File: config.mk
export PLATFORM = sky130hd
export DESIGN_NAME = morra_scoreboard
export DESIGN_NICKNAME = d
export VERILOG_FILES = /design/src/rtl/morra_scoreboard.sv
export SDC_FILE = /design/constraint.sdc
export NUM_CORES = 1
export LEC_CHECK = 0
export ABC_AREA = 1
export CAP_MARGIN = 20
export CORE_ASPECT_RATIO = 0.6
export CORE_MARGIN = 1
export CORE_UTILIZATION = 35
export CTS_BUF_LIST = sky130_fd_sc_hd__clkbuf_4 sky130_fd_sc_hd__clkbuf_8
export DETAILED_ROUTE_END_ITERATION = 10
export PLACE_DENSITY = 0.62
export SYNTH_ARGS = -nofsm -noshare
export SYNTH_HDL_FRONTEND = slang
export SYNTH_SLANG_ARGS = --single-unit
export TNS_END_PERCENT = 30
File: constraint.sdc
create_clock -name clk -period 1.5 [get_ports clk]
set_input_delay 0.3 -clock clk [delete_from_list [all_inputs] [get_ports clk]]
set_output_delay 0.3 -clock clk [all_outputs]
set_load 0.01 [all_outputs]
File: src/rtl/morra_scoreboard.sv
`default_nettype none
// +--------------------------------------------------------------------------+
// | morra_scoreboard: round/game tallies and finished-game FIFO for Morra.    |
// | Option: MORRA_SCOREBOARD_STREAK_EN adds win-streak tracking outputs.      |
// | Revision: 1.0                                                             |
// +--------------------------------------------------------------------------+
module morra_scoreboard #(
  parameter int CNT_W      = 8,
  parameter int ROUND_W    = 5,
  parameter int FIFO_DEPTH = 4
) (
  input  logic                   clk,
  input  logic                   rst_n,
  input  logic                   inizia_i,
  input  logic [1:0]             manche_i,
  input  logic [1:0]             partita_i,
  input  logic                   clear_i,
  output logic                   game_active_o,
  output logic [ROUND_W-1:0]     cur_p1_o,
  output logic [ROUND_W-1:0]     cur_p2_o,
  output logic [ROUND_W-1:0]     cur_played_o,
  output logic [CNT_W-1:0]       p1_games_o,
  output logic [CNT_W-1:0]       p2_games_o,
  output logic [CNT_W-1:0]       draw_games_o,
  output logic                   res_valid_o,
  input  logic                   res_ready_i,
  output logic [2+2*ROUND_W-1:0] res_data_o,
  output logic                   res_dropped_o
`ifdef MORRA_SCOREBOARD_STREAK_EN
  ,
  output logic [CNT_W-1:0]       streak_cur_o,
  output logic [CNT_W-1:0]       streak_best_o,
  output logic [1:0]             streak_who_o
`endif
);

  localparam int REC_W = 2 + 2*ROUND_W;
  localparam int PTR_W = $clog2(FIFO_DEPTH);

  typedef enum logic [1:0] {
    S_IDLE      = 2'd0,
    S_IN_GAME   = 2'd1,
    S_GAME_OVER = 2'd2
  } state_t;

  function automatic logic [ROUND_W-1:0] inc_r(input logic [ROUND_W-1:0] v);
    return (&v) ? v : v + 1'b1;
  endfunction

  function automatic logic [CNT_W-1:0] inc_c(input logic [CNT_W-1:0] v);
    return (&v) ? v : v + 1'b1;
  endfunction

  state_t             state_q;
  logic               game_active_q;
  logic [ROUND_W-1:0] cur_p1_q, cur_p2_q, cur_played_q;
  logic [ROUND_W-1:0] cur_p1_d, cur_p2_d, cur_played_d;
  logic               game_end;

  always_comb begin
    cur_p1_d     = cur_p1_q;
    cur_p2_d     = cur_p2_q;
    cur_played_d = cur_played_q;
    game_end     = 1'b0;
    case (state_q)
      S_IDLE, S_GAME_OVER: begin
        if (inizia_i) begin
          cur_p1_d     = '0;
          cur_p2_d     = '0;
          cur_played_d = '0;
        end
      end
      S_IN_GAME: begin
        if (inizia_i) begin
          cur_p1_d     = '0;
          cur_p2_d     = '0;
          cur_played_d = '0;
        end else begin
          // The final round is folded in before the game result is logged.
          if (manche_i != 2'b00) cur_played_d = inc_r(cur_played_q);
          if (manche_i == 2'b01) cur_p1_d = inc_r(cur_p1_q);
          if (manche_i == 2'b10) cur_p2_d = inc_r(cur_p2_q);
          game_end = (partita_i != 2'b00);
        end
      end
      default: ;
    endcase
  end

  always_ff @(posedge clk or negedge rst_n) begin
    if (!rst_n) begin
      state_q       <= S_IDLE;
      game_active_q <= 1'b0;
      cur_p1_q      <= '0;
      cur_p2_q      <= '0;
      cur_played_q  <= '0;
    end else begin
      cur_p1_q     <= cur_p1_d;
      cur_p2_q     <= cur_p2_d;
      cur_played_q <= cur_played_d;
      case (state_q)
        S_IDLE, S_GAME_OVER: begin
          if (inizia_i) begin
            state_q       <= S_IN_GAME;
            game_active_q <= 1'b1;
          end
        end
        S_IN_GAME: begin
          if (game_end) begin
            state_q       <= S_GAME_OVER;
            game_active_q <= 1'b0;
          end
        end
        default: begin
          state_q       <= S_IDLE;
          game_active_q <= 1'b0;
        end
      endcase
    end
  end

  logic [CNT_W-1:0] p1_games_q, p2_games_q, draw_games_q;
  logic             session_upd;

  assign session_upd = game_end && !clear_i;

  always_ff @(posedge clk or negedge rst_n) begin
    if (!rst_n) begin
      p1_games_q   <= '0;
      p2_games_q   <= '0;
      draw_games_q <= '0;
    end else if (clear_i) begin
      p1_games_q   <= '0;
      p2_games_q   <= '0;
      draw_games_q <= '0;
    end else if (session_upd) begin
      if (partita_i == 2'b01) p1_games_q   <= inc_c(p1_games_q);
      if (partita_i == 2'b10) p2_games_q   <= inc_c(p2_games_q);
      if (partita_i == 2'b11) draw_games_q <= inc_c(draw_games_q);
    end
  end

  logic [REC_W-1:0] mem_q [FIFO_DEPTH];
  logic [PTR_W-1:0] rd_ptr_q, wr_ptr_q;
  logic [PTR_W:0]   count_q;
  logic             dropped_q;
  logic             fifo_full, fifo_pop, fifo_push, fifo_drop;

  assign fifo_full = (count_q == (PTR_W+1)'(FIFO_DEPTH));
  assign fifo_pop  = (count_q != '0) && res_ready_i;
  // A pop frees the slot in the same cycle, so a full FIFO can still accept.
  assign fifo_push = session_upd && (!fifo_full || fifo_pop);
  assign fifo_drop = session_upd && fifo_full && !fifo_pop;

  always_ff @(posedge clk or negedge rst_n) begin
    if (!rst_n) begin
      for (int i = 0; i < FIFO_DEPTH; i++) mem_q[i] <= '0;
      rd_ptr_q  <= '0;
      wr_ptr_q  <= '0;
      count_q   <= '0;
      dropped_q <= 1'b0;
    end else if (clear_i) begin
      rd_ptr_q  <= '0;
      wr_ptr_q  <= '0;
      count_q   <= '0;
      dropped_q <= 1'b0;
    end else begin
      if (fifo_push) begin
        mem_q[wr_ptr_q] <= {partita_i, cur_p1_d, cur_p2_d};
        wr_ptr_q        <= wr_ptr_q + 1'b1;
      end
      if (fifo_pop) rd_ptr_q <= rd_ptr_q + 1'b1;
      case ({fifo_push, fifo_pop})
        2'b10:   count_q <= count_q + 1'b1;
        2'b01:   count_q <= count_q - 1'b1;
        default: ;
      endcase
      if (fifo_drop) dropped_q <= 1'b1;
    end
  end

`ifdef MORRA_SCOREBOARD_STREAK_EN
  logic [CNT_W-1:0] streak_cur_q, streak_best_q, streak_cur_d;
  logic [1:0]       streak_who_q, last_win_q, last_win_d;

  always_comb begin
    streak_cur_d = streak_cur_q;
    last_win_d   = last_win_q;
    if (partita_i == 2'b11) begin
      streak_cur_d = '0;
      last_win_d   = 2'b00;
    end else if (partita_i == last_win_q) begin
      streak_cur_d = inc_c(streak_cur_q);
    end else begin
      streak_cur_d = CNT_W'(1);
      last_win_d   = partita_i;
    end
  end

  always_ff @(posedge clk or negedge rst_n) begin
    if (!rst_n) begin
      streak_cur_q  <= '0;
      streak_best_q <= '0;
      streak_who_q  <= 2'b00;
      last_win_q    <= 2'b00;
    end else if (clear_i) begin
      streak_cur_q  <= '0;
      streak_best_q <= '0;
      streak_who_q  <= 2'b00;
      last_win_q    <= 2'b00;
    end else if (session_upd) begin
      streak_cur_q <= streak_cur_d;
      last_win_q   <= last_win_d;
      if (streak_cur_d > streak_best_q) begin
        streak_best_q <= streak_cur_d;
        streak_who_q  <= partita_i;
      end
    end
  end

  assign streak_cur_o  = streak_cur_q;
  assign streak_best_o = streak_best_q;
  assign streak_who_o  = streak_who_q;
`endif

  assign game_active_o = game_active_q;
  assign cur_p1_o      = cur_p1_q;
  assign cur_p2_o      = cur_p2_q;
  assign cur_played_o  = cur_played_q;
  assign p1_games_o    = p1_games_q;
  assign p2_games_o    = p2_games_q;
  assign draw_games_o  = draw_games_q;
  assign res_valid_o   = (count_q != '0);
  assign res_data_o    = mem_q[rd_ptr_q];
  assign res_dropped_o = dropped_q;

endmodule
`default_nettype wire
==> impl_metrics.env <==
export IMPL_netlist_area_mm2=0.00524
export IMPL_clkLatencyLatePin_ns=0.39
export IMPL_drt_iter0_drc=248
export IMPL_core_area_mm2=0.0145
export IMPL_crit_type="reg -> out"
export IMPL_outcome="complete, but fails checks"
export IMPL_rsz0062_at_grt="yes"
export IMPL_cts_reportedPaths_clkPinSlew_ns=0.13
export IMPL_slew_headroom_pct=73.0
export IMPL_area_growth_syn_to_layout_pct=46.0
export IMPL_drt_wl_total_mm=15.5
export IMPL_cts_max_level=3
export IMPL_initial_core_util_pct=36.0
export IMPL_vias=5052
export IMPL_setup_worst_path_end_class="primary output"
export IMPL_die_h_um=96.8
export IMPL_required_ns=1.20
export IMPL_synth_area_leaders="dfrtp_1, nand2_1, o21ai_0, nor2_1, nand3_1"
export IMPL_cap_violations=0
export IMPL_rows=34
export IMPL_worst_slew_pin_slew_ns=0.405
export IMPL_met2_usage_pct=28.7
export IMPL_max_clock_path_buffers=2
export IMPL_timing_final_crit_share_pct=122
export IMPL_final_layout_size_suffix_gt1_share_pct=35.6
export IMPL_die_width_um=160
export IMPL_grt_max_degree=31
export IMPL_syn_nets=679
export IMPL_synth_cells=658
export IMPL_wire_per_inst_um=15.0
export IMPL_layout_commonest_cell="nand2_1"
export IMPL_root_buffer="clkbuf_8"
export IMPL_grt_pass1_wl_mm=24.2
export IMPL_vdd_drop_max_uv=560
export IMPL_critPathMaxFanout=5
export IMPL_grtUsageMet3_pct=4.59
export IMPL_ys_seq_elements=98
export IMPL_fmax_mhz=547
export IMPL_place_congestion=0.805
export IMPL_fin_tns_setup_ns=-6.40
export IMPL_setup_ws_ns=-0.327
export IMPL_synth_top_area_cell="dfrtp_1"
export IMPL_hold_path_class="in -> async"
export IMPL_dr_pass1_iters=5
export IMPL_violations="setup timing"
export IMPL_cellPowerDensity_mw_per_mm2=994
export IMPL_antennaDiodeCount=0
export IMPL_antenna_found_initial=0
export IMPL_final_max_slew_viol_count=0
export IMPL_via_per_inst=4.87
export IMPL_post_route_min_period_ns=1.83
export IMPL_setup_viol=74
export IMPL_cts_tree="yes"
export IMPL_drc=0
export IMPL_synth_cell_types=36
export IMPL_most_common_layout_cells="nand2_1, dfrtp_1, buf_4"
export IMPL_top_usage_layer="met1"
export IMPL_power_leakage_nw=3.94
export IMPL_yosysWarnings=0
export IMPL_startpoint_type="flop"
export IMPL_arrival_ns=1.53
export IMPL_place_ws_ns=-0.602
export IMPL_grt_pass1_vias=4772
export IMPL_use_met1_pct=29.7
export IMPL_overflow=0
export IMPL_hpwl_mm=10.3
export IMPL_dieArea_mm2=0.0155
export IMPL_grt_total_usage_pct=19.8
export IMPL_syn_mean_instance_area_um2=7.97
export IMPL_seq_area_frac_synth_pct=46.8
export IMPL_ios=63
export IMPL_cts_buffers=9
export IMPL_synth_top_area_share_pct=46.8
export IMPL_hold_violations=0
export IMPL_cts_sinks=98
export IMPL_ant_nets=0
export IMPL_placement_io_buffers=62
export IMPL_nets=856
export IMPL_fin_skew_ns=0.0196
worst max-delay path: stages, from the launching register on:
cell	delay [ns]
dfrtp_2	0.44
clkinv_4	0.11
buf_6	0.14
buf_6	0.11
o21ai_2	0.11
o22ai_2	0.09
buf_2	0.15
metrics by stage:
stage	power [mW]	instance area, µm²	util [%]	hold WS (ns)	cells
after floorplan	4.05	5260	-	0.00441	658
after global placement	5.24	6710	46.1	0.255	990
after detailed placement	5.29	6710	46.1	0.256	990
after CTS	7.28	7180	49.3	0.371	1025
after global routing	8.02	7650	52.6	0.399	1038
final	7.60	7650	52.6	0.373	1038
final timing paths:
check / from / endpoint / slack (ns) / cells after the start
min in group clk: inizia_i / state_q[0]$_DFFE_PN0P_ / 0.41 / 4
min: rst_n / mem_q[26]$_DFFE_PN0P_ / 0.37 / 2
max reg2reg: state_q[0]$_DFFE_PN0P_ / count_q[2]$_DFFE_PN0P_ / -0.15 / 10
min reg2reg: mem_q[19]$_DFFE_PN0P_ / mem_q[19]$_DFFE_PN0P_ / 0.49 / 2
max: rd_ptr_q[0]$_DFFE_PN0P_ / res_data_o[10] / -0.33 / 6
max in group asynchronous: rst_n / cur_p1_o[3]$_DFF_PN0_ / 0.58 / 3
repair_timing:
| item | CTS | global route |
|---|---|---|
| setup buffers | 17 | 12 |
| gates cloned | 1 | 2 |
| setup endpoints to repair | 125 | 106 |
| gates resized for setup | 185 | 127 |
| hold buffers | 1 | 0 |
| hold endpoints to repair | 23 | 0 |
| pin swaps | 21 | 38 |
power by group:
| group | internal (mW) | switching [mW] | leakage, nW |
|---|---|---|---|
| Sequential | 2.82 | 0.147 | 1.34 |
| Combinational | 1.38 | 1.49 | 2.50 |
| Clock | 0.668 | 1.10 | 0.103 |
flip-flops by register name (all words and copies together) (netlist names), 3 cells and up:
name,cells
p2_games_o,8
count_q,3
cur_played_o,5
p1_games_o,8
draw_games_o,8
mem_q,48
cur_p2_o,5
cur_p1_o,5
cell type report:
cell class	instances	area, µm²
fill	1379	6900
multi-input combinational	484	2870
sequential	98	2460
timing repair buffer	185	1610
inverter	56	253
tap	198	248
clock buffer	9	124
clock inverter	7	76.3
timing repair inverter	1	8.76
kinds of logic (layout without fill, tap and decap cells):
group           Yosys count  after routing  share of synthesized area [%]
simple gates            371            371                           32.0
fa+ha+maj                12             12                           3.01
buf+inv                  76            258                           6.80
xor+xnor                 12             12                           2.01
compound gates           89             89                           9.38
flops                    98             98                           46.8
cell usage after synthesis:
master and instances:
nor3_1 5, buf_1 1, a31o_2 1, ha_1 11, nand3_4 1, o22ai_2 1
nand2_8 1, o211ai_1 1, nor2_2 2, nor2_4 6, o21ai_2 4, nand2_1 220
inv_4 1, dfrtp_1 98, nand2_2 3, o21bai_1 1, fa_1 1, nand3b_1 1
o21ai_1 10, clkbuf_1 9, a21oi_1 7, nor2_8 5, o22ai_1 12, or2_2 3
o21ai_0 52, buf_2 1, nand3_1 47, and2_1 2, xor2_1 10, nor2_1 65
inv_1 46, nand4_1 8, buf_6 9, nand2_4 2, inv_2 9, xnor2_1 2
metal layers:
| metal | vias to the layer above | wire [µm] | part of all wire [%] |
|---|---|---|---|
| met1 | 2401 | 7580 | 49 |
| met2 | 153 | 6760 | 43 |
| met4 | 0 | 159 | 1.0 |
| met3 | 17 | 1050 | 6.7 |
| met5 | - | 0 | 0 |
| li1 | 2481 | - | - |
Note: power is estimated with default switching activity, not from simulation.
